<file path="src/rtl/uart_tx_ctrl.sv">
// uart_tx_ctrl: frame-sequencing FSM for the UART transmitter.
// One CLK cycle is one bit period. A request accepted in IDLE produces
// START, DATA_WIDTH data bits, an optional parity bit and STOP_BITS stop
// bits on the TX mux select. It also gates the serializer and the parity
// calculator. The registered outputs are decoded from the next state, so
// they change on the same edge as the state register.
module uart_tx_ctrl #(
  parameter int DATA_WIDTH = 8,
  parameter int STOP_BITS  = 1   // legal values: 1 or 2
) (
  input  logic       CLK,
  input  logic       RST,          // asynchronous, active-low
  input  logic       Data_Valid,
  input  logic       PAR_EN,
  output logic       accept,
  output logic       par_calc_en,
  output logic       ser_en,
  output logic [1:0] mux_sel,
  output logic       busy,
  output logic       frame_done
);

  localparam int CNT_W = (DATA_WIDTH > 1) ? $clog2(DATA_WIDTH) : 1;

  localparam logic [CNT_W-1:0] BIT_LAST  = CNT_W'(DATA_WIDTH - 1);
  localparam logic             STOP_LAST = 1'(STOP_BITS - 1);

  // TX output mux encodings
  localparam logic [1:0] MUX_START  = 2'b00;  // line driven low
  localparam logic [1:0] MUX_IDLE   = 2'b01;  // line driven high (idle and stop)
  localparam logic [1:0] MUX_DATA   = 2'b10;  // serializer output
  localparam logic [1:0] MUX_PARITY = 2'b11;  // parity calculator output

  typedef enum logic [2:0] {
    S_IDLE   = 3'd0,
    S_START  = 3'd1,
    S_DATA   = 3'd2,
    S_PARITY = 3'd3,
    S_STOP   = 3'd4
  } state_e;

  state_e           state_q, state_d;
  logic [CNT_W-1:0] bit_cnt_q, bit_cnt_d;
  logic             stop_cnt_q, stop_cnt_d;
  logic             par_lat_q, par_lat_d;
  logic             ser_en_q, ser_en_d;
  logic [1:0]       mux_sel_q, mux_sel_d;
  logic             busy_q, busy_d;
  logic             frame_done_q, frame_done_d;

  // Next-state and counter logic; accept is combinational from the IDLE state.
  always_comb begin
    // NOTE: every signal gets a default before the case so no path leaves it
    // unassigned; otherwise synthesis infers a latch to hold the old value.
    state_d    = state_q;
    bit_cnt_d  = bit_cnt_q;
    stop_cnt_d = stop_cnt_q;
    par_lat_d  = par_lat_q;
    accept     = 1'b0;

    case (state_q)
      S_IDLE: begin
        if (Data_Valid) begin
          accept    = 1'b1;
          par_lat_d = PAR_EN;   // parity choice is frozen for the whole frame
          state_d   = S_START;
        end
      end
      S_START: begin
        bit_cnt_d = '0;
        state_d   = S_DATA;
      end
      S_DATA: begin
        if (bit_cnt_q == BIT_LAST) begin
          stop_cnt_d = 1'b0;
          state_d    = par_lat_q ? S_PARITY : S_STOP;
        end else begin
          bit_cnt_d = bit_cnt_q + CNT_W'(1);
        end
      end
      S_PARITY: begin
        stop_cnt_d = 1'b0;
        state_d    = S_STOP;
      end
      S_STOP: begin
        if (stop_cnt_q == STOP_LAST) begin
          state_d = S_IDLE;
        end else begin
          stop_cnt_d = stop_cnt_q + 1'b1;
        end
      end
      default: begin
        // Unreachable encodings fall back to a clean idle line.
        state_d    = S_IDLE;
        bit_cnt_d  = '0;
        stop_cnt_d = 1'b0;
        par_lat_d  = 1'b0;
      end
    endcase
  end

  assign par_calc_en = accept & PAR_EN;

  // Moore output decode from the next state, registered alongside it.
  always_comb begin
    mux_sel_d    = MUX_IDLE;
    ser_en_d     = 1'b0;
    busy_d       = 1'b1;
    frame_done_d = 1'b0;
    case (state_d)
      S_START:  mux_sel_d = MUX_START;
      S_DATA: begin
        mux_sel_d = MUX_DATA;
        ser_en_d  = 1'b1;
      end
      S_PARITY: mux_sel_d = MUX_PARITY;
      S_STOP: begin
        mux_sel_d    = MUX_IDLE;
        frame_done_d = (stop_cnt_d == STOP_LAST);
      end
      default:  busy_d = 1'b0;   // IDLE (and any recovered state)
    endcase
  end

  // State, counters and registered outputs; reset forces an idle-high line.
  always_ff @(posedge CLK or negedge RST) begin
    if (!RST) begin
      state_q      <= S_IDLE;
      bit_cnt_q    <= '0;
      stop_cnt_q   <= 1'b0;
      par_lat_q    <= 1'b0;
      ser_en_q     <= 1'b0;
      mux_sel_q    <= MUX_IDLE;
      busy_q       <= 1'b0;
      frame_done_q <= 1'b0;
    end else begin
      // NOTE: non-blocking assignments so every flop samples the pre-edge
      // values; blocking ones here would make results depend on statement order.
      state_q      <= state_d;
      bit_cnt_q    <= bit_cnt_d;
      stop_cnt_q   <= stop_cnt_d;
      par_lat_q    <= par_lat_d;
      ser_en_q     <= ser_en_d;
      mux_sel_q    <= mux_sel_d;
      busy_q       <= busy_d;
      frame_done_q <= frame_done_d;
    end
  end

  assign ser_en     = ser_en_q;
  assign mux_sel    = mux_sel_q;
  assign busy       = busy_q;
  assign frame_done = frame_done_q;

endmodule

</file>
<file path="config.mk">
export PLATFORM = sky130hd
export DESIGN_NAME = uart_tx_ctrl
export DESIGN_NICKNAME = d
export VERILOG_FILES = /design/src/rtl/uart_tx_ctrl.sv
export SDC_FILE = /design/constraint.sdc
export NUM_CORES = 1
export LEC_CHECK = 0
export ABC_CLOCK_PERIOD_IN_PS = 4300
export CAP_MARGIN = 30
export CORE_UTILIZATION = 40
export DETAILED_ROUTE_END_ITERATION = 8
export DONT_BUFFER_PORTS = 1
export SYNTH_ARGS = -nofsm -noshare
export SYNTH_HDL_FRONTEND = slang
export SYNTH_SLANG_ARGS = --single-unit
</file>
<file path="constraint.sdc">
create_clock -name CLK -period 4.3 [get_ports CLK]
set_clock_uncertainty 0.05 [all_clocks]
set_input_delay 1.075 -clock CLK [delete_from_list [all_inputs] [get_ports CLK]]
set_output_delay 1.075 -clock CLK [all_outputs]
set_load 0.01 [all_outputs]
</file>
**Word-level counts from Yosys, hierarchy flattened**

Cells that the tools add are included.

- Bits in registers: 13
- Bits of input ports: 4
- Word-level logic and storage cells: 50

- Add/subtract/negate cells: 2
- Equality and inequality tests: 11
- Multiplexer cells: 18
- Bitwise operators: 4
- Reduce and logical (&&, ||, !) cells: 7

Operators by type and width:

| kind | count |
|---|---|
| 3-bit two-way mux | 5 |
| 3-bit case mux with 5 select lines | 1 |
| 3-bit by 2-bit == test with 1-bit output, second input constant | 4 |
| 3-bit == test, second input constant | 3 |
| 1-bit two-way mux | 8 |
| 4-bit OR reduction | 2 |
| 3-bit by 1-bit == test with 1-bit output, second input constant | 2 |
| 2-bit case mux with 3 select lines | 1 |
| 3-bit case mux with 2 select lines | 1 |
| 2-bit inequality test, second input constant | 2 |
| 2-bit AND reduction | 2 |
| 3-bit by 1-bit adder with 3-bit output, second input constant | 1 |
| 3-bit zero test | 1 |
| 1-bit inverter | 3 |
| 1-bit case mux with 3 select lines | 1 |
| 3-bit OR reduction | 1 |
| 1-bit case mux with 2 select lines | 1 |
| 2-bit OR reduction | 1 |
| 1-bit adder, second input constant | 1 |
| 1-bit AND | 1 |

**Depth between registers and ports, before layout**

- Depth after elaboration: 6
- Mapped depth: 6

**Worst setup path after synthesis**

OpenSTA, ideal clock, no wires.

- Path kind: input to output
- From: input Data_Valid
- To: output par_calc_en
- Data arrival time: 1435 ps
- Data required time: 3175 ps
- Setup slack: 1740 ps
- Stages on the path: 2
- Path through: nor2b_1 and3_1

- Longest elaborated chain between the ends: 3

Ends and longest elaborated chain:

| item | line | source |
|---|---|---|
| start, declared | 13 | `input logic Data_Valid,` |
| 1-bit two-way mux | 63 | `if (Data_Valid) begin` |
| 1-bit two-way mux | 61 | `case (state_q)` |
| 1-bit AND | 102 | `assign par_calc_en = accept & PAR_EN;` |
| end, declared | 16 | `output logic par_calc_en,` |

No other way between the ends.

**Final worst setup path**

- From: register state_q[0]
- To: output par_calc_en

- Longest elaborated chain between the ends: 3

Ends and longest elaborated chain:

| item | line | source |
|---|---|---|
| start, declared | 42 | `state_e state_q, state_d;` |
| start signal, assigned | 139 | `state_q <= state_d;` |
| 3-bit zero test | 61 |  |
| 1-bit two-way mux | 61 |  |
| 1-bit AND | 102 |  |

No other way between the ends.

==> results.yml <==
outcome:
  status: "finished clean"
pwr:
  total_power_w: 0.000470
  irDropWorstVdd_uv: 273
  power_leakage_nw: 0.302
  p_per_area_mw_per_mm2: 694
clock_tree:
  cts_tree: "built"
  hold_buffers: 0
  cts_resized: 0
  cts_buffers: 3
  clockBufferDepth: 2
  insertion_delay_ps: 280
  h-tree-depth: 1
  clock-sinks: 13
  post_cts_buffers: 0
  cts-root-buf: "clkbuf_4"
  clkTransAtPathRegs_ps: 80
setup_path:
  path_class: "flop to primary output"
  cp-start-kind: "flop"
  cp-end-kind: "primary output"
  timing.reg2reg.setup_slack_ps: 2440
  cp.arrival_ps: 1540
  worstPathCellList: "nor2_1 -> and3_1"
  cp_slowest_cell: "dfrtp_1"
  crit_path_max_incr_delay_ps: 530
  worstPathMaxFanout: 14
  critical_path_required_ps: 3170
layout:
  final_nets: 73
  area.growth.synth_to_final_pct: 4.64
  n_antenna_cell: 0
  mostFrequentLayoutCell: "dfrtp_1"
  multiInputGateArea_um2: 300
  seq_area_um2: 327
  drive_above_1_share: 0.167
  final_cell_mix: "dfrtp_1 (12), nand2_1 (8), o21ai_0 (5)"
  fillers: 147
logic_synthesis:
  ys_warn_count: 0
  async_flop_share: 1.00
  synth-adder-area-share: 0.0387
  syn-cell-area_um2: 647
  yosys.area.top_type_share: 0.464
  ys_seq_area_frac: 0.505
  synth_simple_gate_area_share: 0.238
  synth_cell_types: 30
  synth_seq_cells: 13
  syn-num-nets: 71
  synth_top_family_by_area: "simple AND/OR/NAND/NOR gates"
  synthTopCellsByArea: "dfrtp_1 (46%), nand2_1 (4.6%), dfstp_2 (4.1%)"
  ys.flop_type: "dfrtp_1"
  syn_avg_cell_area_um2: 9.95
  synthMuxAreaShare: 0
  synthCells: 65
  synth_edf_count: 0
  yosysTopAreaCell: "dfrtp_1"
  synth_compound_area_frac: 0.188
  synth-xor-area-share: 0
timing:
  max_freq_ghz: 0.375
  fin_crit_sh: 0.620
  slew_headroom: 0.686
  rsz0062_at_grt: "no"
  worst_pin_slew_ps: 470
  post-route-min-period_ps: 2670
  timing.final.ws_setup_ps: 1630
  finalSetupViolations: 0
  finalSetupTns_ps: 0
  slew_violations: 0
  final_hold_viol_count: 0
die:
  initial_core_util: 0.429
  die-area_mm2: 0.00178
  num_io_pins: 11
  die_y_um: 42.2
  die_w_um: 42.2
  placeableCoreArea_mm2: 0.00151
  row_count: 14
place:
  dp_hpwl_um: 802
  dpl_worst_slack_ps: 1710
  globalplace.congestion: 0.697
  io_buffers: 0
route:
  ant_nets: 0
  num_vias: 459
  drcViolationCount: 0
  wire_per_inst_um: 13.5
  drt_first_pass_iters: 4
  drt_wl_total_um: 1110
  via_per_inst: 5.60
  dr.first_iter.drc_count: 2
flow_run:
  cap_violations: 0
global_routing:
  grt_pass1_vias: 429
  grt_usage: 0.152
  grt_overflow: 0
  antenna_found_initial: 0
  grt_pass1_wl_um: 1980
  grt_max_degree: 15
hold_path:
  hold_path_class: "input pin to async pin"
[logic make-up after synthesis]
| logic type | Yosys count |
|---|---|
| flip-flops | 13 |
| AO/OA/AOI/OAI | 19 |
| buffers and inverters | 4 |
| AND/OR/NAND/NOR | 27 |
| adder cells (fa/ha/maj) | 2 |
[critical path, delay by kind of cell (launching register included)]
family           cells  cell delay (ps)
DFF                  1              530
and+or+nand+nor      2              740
[flip-flops by register name, summed over array words and instances (netlist names)]
register and flops:
par_lat_q 1, ser_en 1, bit_cnt_q 3, mux_sel 2, state_q 3, frame_done 1
busy 1, stop_cnt_q 1
[power breakdown]
| group | total (W) | internal (W) | switching (W) | leakage [nW] |
|---|---|---|---|---|
| logic | 0.000154 | 0.0000786 | 0.0000751 | 0.122 |
| clock network | 0.0000761 | 0.0000360 | 0.0000401 | 0.0150 |
| registers | 0.000240 | 0.000172 | 0.0000673 | 0.165 |
| total | 0.000470 | 0.000287 | 0.000183 | 0.302 |
[cell type report]
type / instances / area share
Tap cell: 16 / 0.0296
Clock buffer: 4 / 0.0388
Multi-Input combinational cell: 48 / 0.444
Sequential cell: 13 / 0.482
Inverter: 1 / 0.00555
[cell usage after synthesis, types with 2 or more instances]
| cell | count |
|---|---|
| nor2_1 | 2 |
| ha_1 | 2 |
| a31oi_1 | 3 |
| o21ai_2 | 2 |
| nand2b_1 | 2 |
| o21ai_0 | 5 |
| dfrtp_1 | 12 |
| nand3b_1 | 2 |
| a21oi_1 | 4 |
| and3_1 | 2 |
| nand2_1 | 8 |
| nor2b_1 | 3 |
[worst paths after layout]
path,from,to,cells after the start
max reg2reg,bit_cnt_q[0],busy,6
min,RST,state_q[1],0
min reg2reg,stop_cnt_q,stop_cnt_q,1
min in group CLK,stop_cnt_q,stop_cnt_q,1
max,state_q[0],par_calc_en,2
max in group asynchronous,RST,mux_sel[0],0
[per-layer routing]
| layer | wire length, µm | share of wire | global-route usage |
|---|---|---|---|
| met5 | 0 | 0 | 0 |
| met4 | 16 | 0.014 | 0.0750 |
| met3 | 60 | 0.054 | 0.0603 |
| met2 | 496 | 0.45 | 0.218 |
| met1 | 536 | 0.48 | 0.199 |
[stage by stage]
stage / utilization / std cells / hold WS (ps) / area [µm²]
CTS: 0.449 / 82 / 422 / 677
global route: 0.449 / 82 / 411 / 677
detailed placement: 0.432 / 78 / 454 / 651
finish: 0.449 / 82 / 429 / 677
global placement: 0.432 / 78 / 453 / 651
floorplan: - / 65 / 435 / 647
No activity file was read; power rests on OpenSTA's default activity.
